<file path="src/rtl/gpr_csr_file.sv">
// GPR file with INIT clear sequence plus machine-mode CSRs (mstatus/mtvec/mepc/mcause).
// Define REGFILE_BYPASS_EN to forward accepted same-cycle writes onto the read ports.
module gpr_csr_file #(
    parameter int XLEN     = 32,
    parameter int NR_GPR   = 16,
    parameter int NR_RPORT = 2
) (
    input  logic                     clk,
    input  logic                     rst,
    input  logic [NR_RPORT*5-1:0]    rs_addr,
    output logic [NR_RPORT*XLEN-1:0] rs_data,
    input  logic                     rd_wen,
    input  logic [4:0]               rd_addr,
    input  logic [XLEN-1:0]          rd_wdata,
    input  logic [11:0]              csr_raddr,
    output logic [XLEN-1:0]          csr_rdata,
    input  logic                     csr_wen,
    input  logic [11:0]              csr_waddr,
    input  logic [XLEN-1:0]          csr_wdata,
    input  logic                     trap_valid,
    input  logic [XLEN-1:0]          trap_pc,
    input  logic [XLEN-1:0]          trap_cause,
    input  logic                     mret_valid,
    output logic [XLEN-1:0]          trap_vector,
    output logic [XLEN-1:0]          mret_pc,
    output logic                     ready,
    output logic                     csr_illegal
);
    localparam int IW = $clog2(NR_GPR);
    localparam logic [11:0] A_MSTATUS = 12'h300;
    localparam logic [11:0] A_MTVEC   = 12'h305;
    localparam logic [11:0] A_MEPC    = 12'h341;
    localparam logic [11:0] A_MCAUSE  = 12'h342;

    typedef enum logic {S_INIT, S_RUN} state_t;
    state_t        state, state_nx;
    logic [IW-1:0] clr_idx;
    logic          run;

    logic [XLEN-1:0] gpr [NR_GPR];
    logic            mie, mpie;
    logic [XLEN-1:0] mtvec, mepc, mcause;

    // FSM: state register / next state / outputs
    always_ff @(posedge clk) begin
        if (rst) state <= S_INIT;
        else     state <= state_nx;
    end

    always_comb begin
        state_nx = state;
        if (state == S_INIT && clr_idx == IW'(NR_GPR - 1)) state_nx = S_RUN;
    end

    always_comb begin
        run = (state == S_RUN);
    end

    assign ready = run;

    always_ff @(posedge clk) begin
        if (rst)                 clr_idx <= '0;
        else if (state == S_INIT) clr_idx <= clr_idx + 1'b1;
    end

    // 6-bit compare so NR_GPR=32 does not wrap to zero
    logic gpr_we;
    assign gpr_we = run && rd_wen && (rd_addr != 5'd0) && ({1'b0, rd_addr} < 6'(NR_GPR));

    always_ff @(posedge clk) begin
        if (state == S_INIT) gpr[clr_idx] <= '0;
        else if (gpr_we)     gpr[rd_addr[IW-1:0]] <= rd_wdata;
    end

    for (genvar i = 0; i < NR_RPORT; i++) begin : g_rport
        logic [4:0]      a;
        logic [XLEN-1:0] val;
        assign a = rs_addr[5*i +: 5];
        always_comb begin
            val = '0;
            if (run && a != 5'd0 && {1'b0, a} < 6'(NR_GPR)) val = gpr[a[IW-1:0]];
`ifdef REGFILE_BYPASS_EN
            if (gpr_we && rd_addr == a) val = rd_wdata;
`endif
        end
        assign rs_data[XLEN*i +: XLEN] = val;
    end

    // Per-register arbitration: trap beats mret beats csr_wen, only where they collide
    logic trap_go, mret_go, csr_go;
    logic wr_mstatus, wr_mtvec, wr_mepc, wr_mcause;
    assign trap_go    = run && trap_valid;
    assign mret_go    = run && mret_valid && !trap_valid;
    assign csr_go     = run && csr_wen;
    assign wr_mstatus = csr_go && csr_waddr == A_MSTATUS && !trap_valid && !mret_valid;
    assign wr_mtvec   = csr_go && csr_waddr == A_MTVEC;
    assign wr_mepc    = csr_go && csr_waddr == A_MEPC && !trap_valid;
    assign wr_mcause  = csr_go && csr_waddr == A_MCAUSE && !trap_valid;

    always_ff @(posedge clk) begin
        if (rst) begin
            mie    <= 1'b0;
            mpie   <= 1'b0;
            mtvec  <= '0;
            mepc   <= '0;
            mcause <= '0;
        end else begin
            if (trap_go) begin
                mepc   <= trap_pc;
                mcause <= trap_cause;
                mpie   <= mie;
                mie    <= 1'b0;
            end else if (mret_go) begin
                mie  <= mpie;
                mpie <= 1'b1;
            end else if (wr_mstatus) begin
                mie  <= csr_wdata[3];
                mpie <= csr_wdata[7];
            end
            if (wr_mtvec)  mtvec  <= {csr_wdata[XLEN-1:2], 2'b00};
            if (wr_mepc)   mepc   <= {csr_wdata[XLEN-1:2], 2'b00};
            if (wr_mcause) mcause <= csr_wdata;
        end
    end

    function automatic logic [XLEN-1:0] mstatus_val(input logic ie, input logic pie);
        logic [XLEN-1:0] v;
        v        = '0;
        v[12:11] = 2'b11;
        v[7]     = pie;
        v[3]     = ie;
        return v;
    endfunction

    always_comb begin
        csr_rdata   = '0;
        csr_illegal = 1'b0;
        unique case (csr_raddr)
            A_MSTATUS: csr_rdata = mstatus_val(mie, mpie);
            A_MTVEC:   csr_rdata = mtvec;
            A_MEPC:    csr_rdata = mepc;
            A_MCAUSE:  csr_rdata = mcause;
            default:   csr_illegal = 1'b1;
        endcase
`ifdef REGFILE_BYPASS_EN
        if (wr_mstatus && csr_raddr == A_MSTATUS) csr_rdata = mstatus_val(csr_wdata[3], csr_wdata[7]);
        if ((wr_mtvec && csr_raddr == A_MTVEC) || (wr_mepc && csr_raddr == A_MEPC))
            csr_rdata = {csr_wdata[XLEN-1:2], 2'b00};
        if (wr_mcause && csr_raddr == A_MCAUSE) csr_rdata = csr_wdata;
`endif
    end

    assign trap_vector = mtvec;
    assign mret_pc     = mepc;
endmodule

</file>
<file path="config.mk">
export PLATFORM = sky130hd
export DESIGN_NAME = gpr_csr_file
export DESIGN_NICKNAME = d
export VERILOG_FILES = /design/src/rtl/gpr_csr_file.sv
export SDC_FILE = /design/constraint.sdc
export NUM_CORES = 1
export LEC_CHECK = 0
export ABC_AREA = 1
export BUFFER_PORTS_ARGS = -buffer_cell sky130_fd_sc_hd__buf_2
export CELL_PAD_IN_SITES_DETAIL_PLACEMENT = 0
export CELL_PAD_IN_SITES_GLOBAL_PLACEMENT = 2
export CORE_MARGIN = 5
export CORE_UTILIZATION = 32
export DETAILED_ROUTE_END_ITERATION = 8
export PLACE_DENSITY = 0.87
export SETUP_SLACK_MARGIN = 0.3
export SYNTH_ARGS = -nofsm -noshare
export SYNTH_HDL_FRONTEND = slang
export SYNTH_SLANG_ARGS = --single-unit
</file>
<file path="constraint.sdc">
create_clock -name clk -period 2.8 [get_ports clk]
set_clock_uncertainty 0.1 [all_clocks]
set_input_delay 0.14 -clock clk [delete_from_list [all_inputs] [get_ports clk]]
set_output_delay 0.14 -clock clk [all_outputs]
set_load 0.05 [all_outputs]
</file>
# After elaboration in Yosys (flattened, before gate mapping)
# Memories as Yosys holds them, arrays and structs flattened.
# Cells that the tools add are included.
totals:
  register_bits: 101
  latchBits: 0
  mem_bits_rw: 512
  romBits: 0
  inputBits: 173
  output_inout_bits: 162
  word_cells: 76
  n_memories: 1
mem_list:
  columns: ["memory", "words", "width", "rd", "rd_ports_with_merged_regs", "write_ports", "line", "rtl"]
  rows:
  - ["gpr", 16, 32, 2, 0, 1, "40", "logic [XLEN-1:0] gpr [NR_GPR];"]
classes:
  addsub: 1
  mul: 0
  div_mod_pow: 0
  n_lt_le_gt_ge: 3
  n_eq_ne: 9
  n_shift: 0
  mux: 20
  bitwise_logic: 1
  reduce_logical: 33
ops:
  columns: ["operator", "n"]
  rows:
  - ["$mux 32", 7]
  - ["$pmux 32 s4", 1]
  - ["$eq 12x10->1 const B", 8]
  - ["$reduce_or 32->1", 1]
  - ["$logic_and 1x1->1", 20]
  - ["$lt 5x5->1 const B", 3]
  - ["$reduce_bool 5->1", 3]
  - ["$mux 1", 11]
  - ["$reduce_bool 2->1", 3]
  - ["$add 4x1->4 const B", 1]
  - ["$eq 4x4->1 const B", 1]
  - ["$mux 4", 1]
  - ["$reduce_or 2->1", 2]
  - ["$reduce_or 4->1", 1]
  - ["$reduce_bool 3->1", 1]
  - ["$logic_not 1->1", 2]
  - ["$not 1->1", 1]

# Logic depth before layout (Yosys ltp)
# Gate-level depths: netlist of the first run.
depth:
  word_depth: 8
  depth_mapped: 10
  mapped_depth_nobuf: 9

# Least setup slack after synthesis of the first run
# OpenSTA, ideal clock, no wires.
synth_timing:
  path_kind: "register to register"
  from: "register state (netlist: ready)"
  to: "memory gpr[0][0] (enable)"
  setup_time_ps: 421
  arrival_time_ps: 2919
  required_time_ps: 2279
  setup_slack_ps: -640
  path_stages_with_launch: 8
  n_path_buf: 1
  period_less_slack_ps: 3440
  cell_sequence: "dfxtp_1 > inv_2 > nor3b_4 > nand2_2 > buf_6 > nand2_2 > nand3_2 > nor2_1"
synth_between:
  elab_chain_len: 8
  elab_cells_between_ends: 10
  cone_classes: "6 x mux; 4 x reduce/logical"
synth_lines:
  columns: ["item", "line", "rtl"]
  rows:
  - ["start: declaration", "36", "state_t state, state_nx;"]
  - ["start signal: assignment", "47", "else state <= state_nx;"]
  - ["$logic_and 1x1->1 (3 in a row)", "68", "assign gpr_we = run && rd_wen && (rd_addr != 5'd0) && ({1'b0, rd_addr} < 6'(NR_GPR));"]
  - ["$mux 1", "72", "else if (gpr_we) gpr[rd_addr[IW-1:0]] <= rd_wdata;"]
  - ["$mux 1", "71", "if (state == S_INIT) gpr[clr_idx] <= '0;"]
  - ["$mux 1 (implied by the code)", "72", null]
  - ["$reduce_or 32->1 (no source line)", null, null]
  - ["$mux 4 (no source line) / $mux 1 (equally long branches)", null, null]
  - ["end: declaration", "40", null]
# Several ways; a longest one is shown, not always the timed one.

# Worst setup path in the final report of the first run
layout_timing:
  from: "register state (netlist: ready)"
  to: "output port rs_data[57]"
layout_between:
  elab_chain_len: 3
layout_lines:
  columns: ["item", "line", "rtl"]
  rows:
  - ["$logic_and 1x1->1 (2 in a row)", "81", "if (run && a != 5'd0 && {1'b0, a} < 6'(NR_GPR)) val = gpr[a[IW-1:0]];"]
  - ["$mux 32", "81", null]
  - ["end: declaration", "11", "output logic [NR_RPORT*XLEN-1:0] rs_data,"]
# No other way between the ends.

==> metrics.md, run 1 <==
| Metric | Value |
|---|---|
| Vias in the first global route | ~27000 |
| Post-synthesis cell count | between 3000 and 4000 |
| Crit Reg-Reg Startpoint | ready |
| Die area | 105300 um2 |
| Site row count | about 120 |
| DR iter-0 viols | 1935 |
| CORE AREA | roughly 98000 um2 |
| Routability Congestion | just over 0.8 |
| Drt wl/cell | roughly 20 um |
| Pin count of the biggest net entering global routing | approximately 130 |
| Clock-pin slew of the registers on the worst-case setup and hold paths | roughly 0.060 ns |
| P_sw | ~5300 uW |
| TritonCTS Buffers | 72 |
| Yosys reg bits | 613 |
| RSZ-0062 raised after global routing | true |
| Post-Syn Area per Cell | a little over 8 um2 |
| Worst setup SP type | flip-flop |
| Share of cells above drive strength 1 | 0.1551 |
| WHS Endpoint | gpr[7][7] |
| Register-to-Register Setup Slack | around 0.45 ns |
| Die W | approximately 320 um |
| Lkg Pwr | between 0.015 and 0.02 uW |
| CTS Root Cell | clkbuf_16 |
| Fin crit share | 0.8673 |
| Clock Power Share | 0.438 |
| Final Non-Filler Cells | ~5600 |
| Crit path DAT | roughly 2.2 ns |
| Power Total | 21300 uW |
| Via density | between 5 and 6 |
| Post-DP Area | ~35000 um2 |
| Synth cell types | 35 |
| Int Power | about 16000 uW |
| Initial antenna violation count | 4 |
| Grt ovf | 0 |
| Max-cap violations | 0 |
| Worst skew pair latency | ~0.62 ns |
| Final Hold Vio Count | 0 |
| H-Tree Depth | 3 |
| WP data required | ~2.6 ns |
| Post-DP HPWL | 70.80 mm |
| Nets | between 4000 and 5000 |
| Status | completed |
| Switching Share | 0.2468 |
| Total wire length | between 100 and 150 mm |
| Worst slew pin tran | 1.143 ns |
| F_max | roughly 410 MHz |
| Drt pass-1 iters | 5 |
| Yosys Warn Count | 0 |
| DRC viols | 0 |
| Pwr Density | ~540 nW/um2 |
| Slew Limit Fails | 0 |
| R2r endpoint | gpr[2][14] |
| Vias | 28170 |
| Final Cell Area | between 30000 and 40000 um2 |
| Initial Util | 0.3221 |
| Total track usage | 0.2068 |
| Max VDD drop | approximately 0.40 mV |
| Crit path kind | reg2out |
| Post-synthesis sequential area ratio | 0.5496 |
| Global-route wire length before repair | roughly 170 mm |
| Clock Tree Buf Depth | 3 |
| Die H | 324.5 um |
| Seq pwr share | 0.469 |
| Setup violators final | 0 |
| Slew headroom | 0.2354 |
| Antenna viol nets, final | 0 |
| Area delta synth->final | 25.52% |
| Placed cell count | 5302 |
| Hold Startpoint | rd_wdata[7] |
| Tmin final | roughly 2.4 ns |
| Synth Cell Area | between 30000 and 40000 um2 |
| CTS tree | built |
| Setup TNS | 0 ns |
| Power share of the combinational group | 0.093 |
| Worst r2r path cells | 5 |
| PortBufs | between 300 and 400 |
| WHS Path Cells | 3 |
| CP endpoint kind | output port |
| CTS sink count | 613 |
| I/O Pins | between 300 and 400 |
| Hold crit path type | in2reg |
| Crit Path Max Fanout | 20 |
## power by group through the flow
stage	clock (uW)	sequential, uW	combinational (uW)
finish	9330	9990	1980
global route	9910	10000	2170
CTS	9520	9990	1970
detailed placement	0	10200	1830
global placement	0	10200	1830
floorplan	0	10200	1120
## layout by cell type, fill, tap and decap left out, types with 3 or more instances in the layout
cell type and n:
nand4_1 7, nor3_1 3, buf_12 60, buf_6 26, nand3b_1 33, nand2_2 9
nand2_1 1083, a211oi_1 3, inv_2 4, bufinv_16 6, clkinv_4 3, a21oi_1 290
o21ai_0 288, buf_8 5, nor2_2 24, clkbuf_8 3, clkbuf_1 11, o211ai_1 33
o21ai_2 5, clkbuf_16 74, nor2_1 366, buf_2 277, clkinv_1 13, nand3_1 516
buf_4 97, nand3_2 9, clkinv_2 9, edfxtp_1 512, diode_2 4, inv_1 218
dlygate4sd3_1 143, nor2_4 33, dfxtp_1 100
## per-stage QoR
stage / utilization / hold WS (ns) / setup slack [ns]
finish: 0.4043 / 0.006350 / 0.3715
global placement: 0.3605 / 0.3089 / 0.1085
floorplan: - / 0.1891 / 0.3787
detailed placement: 0.3605 / 0.3122 / 0.1427
CTS: 0.4029 / 0.0008481 / 0.2634
global route: 0.4042 / 0.05399 / 0.2906
## cell type report
class                      count  area, um2
fill                        9979      58540
sequential                   613      17400
multi-input combinational   2718      12360
timing repair buffer         611       5175
clock buffer                  87       1909
tap                         1287       1610
inverter                     226      868.3
clock inverter                38      396.6
antenna                        4      10.01
## kinds of logic after synthesis
family,count (synthesis),synth area share
buffers and inverters,504,0.07190
AOI/OAI and AO/OA,622,0.1012
DFF,613,0.5496
and+or+nand+nor,2093,0.2768
other,1,0.0001185
adders and majority gates,1,0.0003952
## worst max-delay path by stage
stage               startpoint          end
floorplan                ready    gpr[0][0]
global placement         ready   gpr[7][15]
detailed placement       ready   gpr[7][15]
CTS                      ready  rs_data[11]
global route             ready   mret_pc[2]
finish                   ready  rs_data[57]
## per-layer routing
layer / vias to the layer above / part of all wire / global-route usage
met4: 0 / 0.021 / 0.05390
met2: 916 / 0.49 / 0.3556
met5: - / 0 / 0
met3: 131 / 0.069 / 0.03933
met1: 13410 / 0.42 / 0.2693
li1: 13710 / - / -
## synthesized netlist by cell type
cell      count  area [um2]
dfxtp_1     101        2022
nor2_2        3       18.77
nand2_4       1       11.26
nand3b_1     33       247.7
nand4_2       1       12.51
clkbuf_1     96       360.4
ha_1          1       12.51
o211ai_1     33       247.7
inv_1       223       837.1
nor3_2        1       10.01
buf_4        31       232.7
conb_1        1       3.750
inv_2         3       11.26
or2_1         1       6.260
buf_1        12       45.04
nor3_1        3       15.01
nand3_2       4       40.04
or2_2         2       12.51
nor3b_1       1       7.510
nand2_1    1089        4088
nand4_1       7       43.79
nand2_2       3       18.77
nor2_1      418        1569
nor2_4        2       22.52
nand3_1     522        2613
buf_2       124       620.6
buf_6        15       168.9
nor3b_4       1       18.77
a21oi_1     290        1451
o21ai_1       3       15.01
o22ai_1       1       6.260
o21ai_0     292        1461
edfxtp_1    512       15370
nor4_1        1       6.260
a211oi_1      3       22.52
## worst max-delay path: stages (launching register included)
cell and delay [ns]:
dfxtp_4 0.36, buf_12 0.14, o21ai_1 0.11, nor2_4 0.15, buf_12 0.21, nand3_1 0.18, nor2_4 0.22, buf_12 0.16
## sequential cells by signal, indices dropped and copies added (netlist names)
name,cells
mcause,32
ready,1
clr_idx,4
mie,1
trap_vector,30
mret_pc,32
gpr,512
mpie,1
## repair_timing
action | CTS | global route
buffers inserted | 5 | 3
gates cloned | 1 | 1
hold buffers | 141 | 2
pin swaps | 15 | 5
setup endpoints to repair | 468 | 675
hold endpoints to repair | 398 | 17
resized for setup | 118 | 18
Note: power is estimated with default switching activity, not from simulation.
==> run 2: changes to the inputs <==
Settings changed: ABC_AREA 1 to 0, CORE_UTILIZATION 32 to 35, PLACE_DENSITY 0.87 to 0.82, RECOVER_POWER set to 100.
==> run 2 against run 1 <==
Cell area is 7.2% lower. Synthesized area fell by 7.4%. Clock power shrank 3.4%. Critical path type unchanged. Routed wire length is 13% lower. Critical path depth rose by 1. Die area down 15%. Highest routed layer is now met5. Utilization is 3.8 points higher. Clock-buffer cell count decreased by 5. Largest power group unchanged. Global-route usage rose by 0.38 points. Sequential power about the same. Via count fell by 25%.
==> metrics.md, run 2 <==
| Metric | Value |
|---|---|
| Status | completed |
| WHS Endpoint | mpie |
| Worst skew pair latency | 0.61 ns (about the same) |
| TritonCTS Buffers | 70 (-2.8%) |
| Slew headroom | 0.1693 (-0.06603) |
| PortBufs | 332 (unchanged) |
| Clock-pin slew of the registers on the worst-case setup and hold paths | 0.05 ns (about the same) |
| Hold crit path type | in2reg |
| Power Total | 20410 uW (-4.2%) |
| Clock Tree Buf Depth | 3 (unchanged) |
| Worst setup SP type | flip-flop |
| Vias in the first global route | 22030 (-19%) |
| R2r endpoint | gpr[15][22] |
| H-Tree Depth | 3 (unchanged) |
| Setup TNS | 0 ns (unchanged) |
| Post-synthesis cell count | 1923 (-50%) |
| WP data required | 2.56 ns (about the same) |
| Nets | 2564 (-42%) |
| Synth top area cells | edfxtp_1 52%, mux4_2 15%, dfxtp_1 6.9% |
| Max-cap violations | 0 (unchanged) |
| Die W | 299.4 um (-7.7%) |
| CTS Root Cell | clkbuf_16 |
| Area delta synth->final | 25.75% |
| Dpl ws | 0.2955 ns (+0.1528 ns) |
| Worst slew pin tran | 1.246 ns (+0.1033 ns) |
| Via density | 5.959 (+18%) |
| Synth Cell Area | 29310 um2 (-7.4%) |
| Antenna viol nets, final | 0 (unchanged) |
| Lkg Pwr | 0.01358 uW (-15%) |
| Worst r2r path cells | 6 (+1) |
| Initial Util | 0.3519 (+0.02980) |
| Drt wl/cell | 27.78 um (+37%) |
| Synth top cells by count | 512 x edfxtp_1, 197 x nand2_1, 192 x mux4_2 |
| Post-Syn Area per Cell | 15.24 um2 (+85%) |
| Fin crit share | 0.9570 (+0.08963) |
| Register-to-Register Setup Slack | 0.17 ns (-0.28 ns) |
| Synth cell types | 55 (+57%) |
| Filler Cell Count | 7434 (-26%) |
| Pwr Density | 553.8 nW/um2 (+3.3%) |
| Post-synth EDFFs | 512 (unchanged) |
| Vias | 21020 (-25%) |
| Tmin final | 2.679 ns (+0.2510 ns) |
| Routability Congestion | 0.8535 (+5.9%) |
| Die H | 299.4 um (-7.7%) |
| Hold Startpoint | csr_waddr[1] |
| Top reg by flops | gpr |
| Post-DP HPWL | 58.61 mm (-17%) |
| Yosys Warn Count | 0 (unchanged) |
| Crit Reg-Reg Startpoint | ready |
| Grt ovf | 0 (unchanged) |
| Final WS setup | 0.1205 ns (-0.2510 ns) |
| Global-route wire length before repair | 142.6 mm (-16%) |
| I/O Pins | 335 (unchanged) |
| WHS Path Cells | 5 (+2) |
| DR iter-0 viols | 2000 (+3.4%) |
| CP endpoint kind | output port |
| RSZ-0062 raised after global routing | true |
| Multi-input logic area | 11060 um2 (-10%) |
| CTS tree | built |
| Crit path DAT | 2.44 ns (+0.25 ns) |
| Yosys reg bits | 613 (unchanged) |
| F_max | 373.2 MHz (-9.4%) |
| CTS sink count | 613 (unchanged) |
| Top FF cell, synth | edfxtp_1 |
| Cell taking the most area after synthesis | edfxtp_1 |
| Ys async rst share | 0 (unchanged) |
| Setup violators final | 0 (unchanged) |
| Max VDD drop | 0.4771 mV (+18%) |
| Crit path kind | reg2out |
| Total track usage | 0.2106 (+0.003798) |
| Post-synthesis sequential area ratio | 0.5936 (+0.04397) |
| Commonest non-fill, non-tap cell in the layout | edfxtp_1 |
| Commonest non-fill, non-tap cells in the layout | 512 x edfxtp_1, 197 x nand2_1, 192 x mux4_2 |
| Total wire length | 97.99 mm (-13%) |
| Pin count of the biggest net entering global routing | 64 (-52%) |
| Seq. cell area | 17400 um2 (about the same) |
| Final Hold Vio Count | 0 (unchanged) |
| Most common cell in the netlist | edfxtp_1 |
| Drt pass-1 iters | 9 (+4) |
| CORE AREA | 83290 um2 (-15%) |
| Site row count | 106 (-7.8%) |
| Slew Limit Fails | 0 (unchanged) |
| Share of cells above drive strength 1 | 0.2928 (+0.1377) |
| DRC viols | 0 (unchanged) |
| Share of the synthesized area in the top cell type | 0.5246 (+0.03886) |
| Die area | 89630 um2 (-15%) |
| Initial antenna violation count | 7 (+3) |
| Crit Path Max Fanout | 6 (-70%) |
| Max FFs per register | 512 (unchanged) |
## run 2: changes by cell type after synthesis, sizes merged, moves of 164 or more
cell   change
inv      -193
nor2     -395
nand3    -493
o21ai    -290
mux4     +192
a21oi    -225
nand2    -896
mux2i    +164
## run 2: through the flow
step                area [um2]  instances  hold slack, ns    util
floorplan                29380       1924          0.1805       -
global placement         32730       3254          0.3124  0.3929
detailed placement       32730       3254          0.3178  0.3929
CTS                      36930       3515        0.002232  0.4433
global route             36860       3527         0.06921  0.4425
finish                   36860       3528         0.05150  0.4425
## run 2: worst max path at each step
stage | end | cells past startpoint | from
after CTS | rs_data[56] | 8 | ready
after global routing | rs_data[58] | 8 | ready
after floorplan | gpr[3][0] | 5 | ready
after detailed placement | gpr[6][12] | 5 | ready
after global placement | gpr[6][12] | 5 | ready
final | rs_data[54] | 8 | ready
## run 2: area by class of cell
cell class                      instances  area share
Antenna cell                            6   0.0004074
Clock buffer                           82     0.05011
Clock inverter                         42     0.01154
Inverter                               33    0.003361
Multi-Input combinational cell       1108      0.3002
Sequential cell                       613      0.4720
Tap cell                             1080     0.03666
Timing Repair Buffer                  564      0.1257
## run 2: cells by family after synthesis
logic type,after synthesis,share of synthesized area
other,1,0.0001279
DFF,613,0.5936
and+or+nand+nor,437,0.08021
xor gates and xnor gates,4,0.001196
adders and majority gates,1,0.0004268
buffers and inverters,203,0.03300
muxes,357,0.2039
AOI/OAI and AO/OA,307,0.08756
## run 2: power by group
part | switching [uW] | internal (uW)
sequential | 66.0 | 9940
clock | 3860 | 5150
combinational | 769 | 629
## run 2: routing by layer
layer / vias up / global-route usage / routed length, um / share of wire
met3: 212 / 0.04237 / 8134 / 0.083
met5: - / 0 / 9 / 0.000092
li1: 8878 / - / - / -
met2: 1092 / 0.3589 / 48760 / 0.50
met1: 10840 / 0.2631 / 37340 / 0.38
met4: 2 / 0.08790 / 3745 / 0.038
## run 2: repair_timing
item,CTS,global route
buffers inserted,12,1
setup endpoints to repair,87,267
endpoints found under the hold margin,167,9
resized for setup,149,21
hold buffers,120,1
cloned,5,5
pin swaps,14,15
## run 2: worst max-delay path, cell delays in order (launching register included)
cell and delay [ns]:
dfxtp_1 0.33, buf_8 0.14, nor4b_4 0.13, buf_6 0.17, buf_12 0.15, clkbuf_16 0.18
a32o_1 0.22, a221o_1 0.33, buf_6 0.17
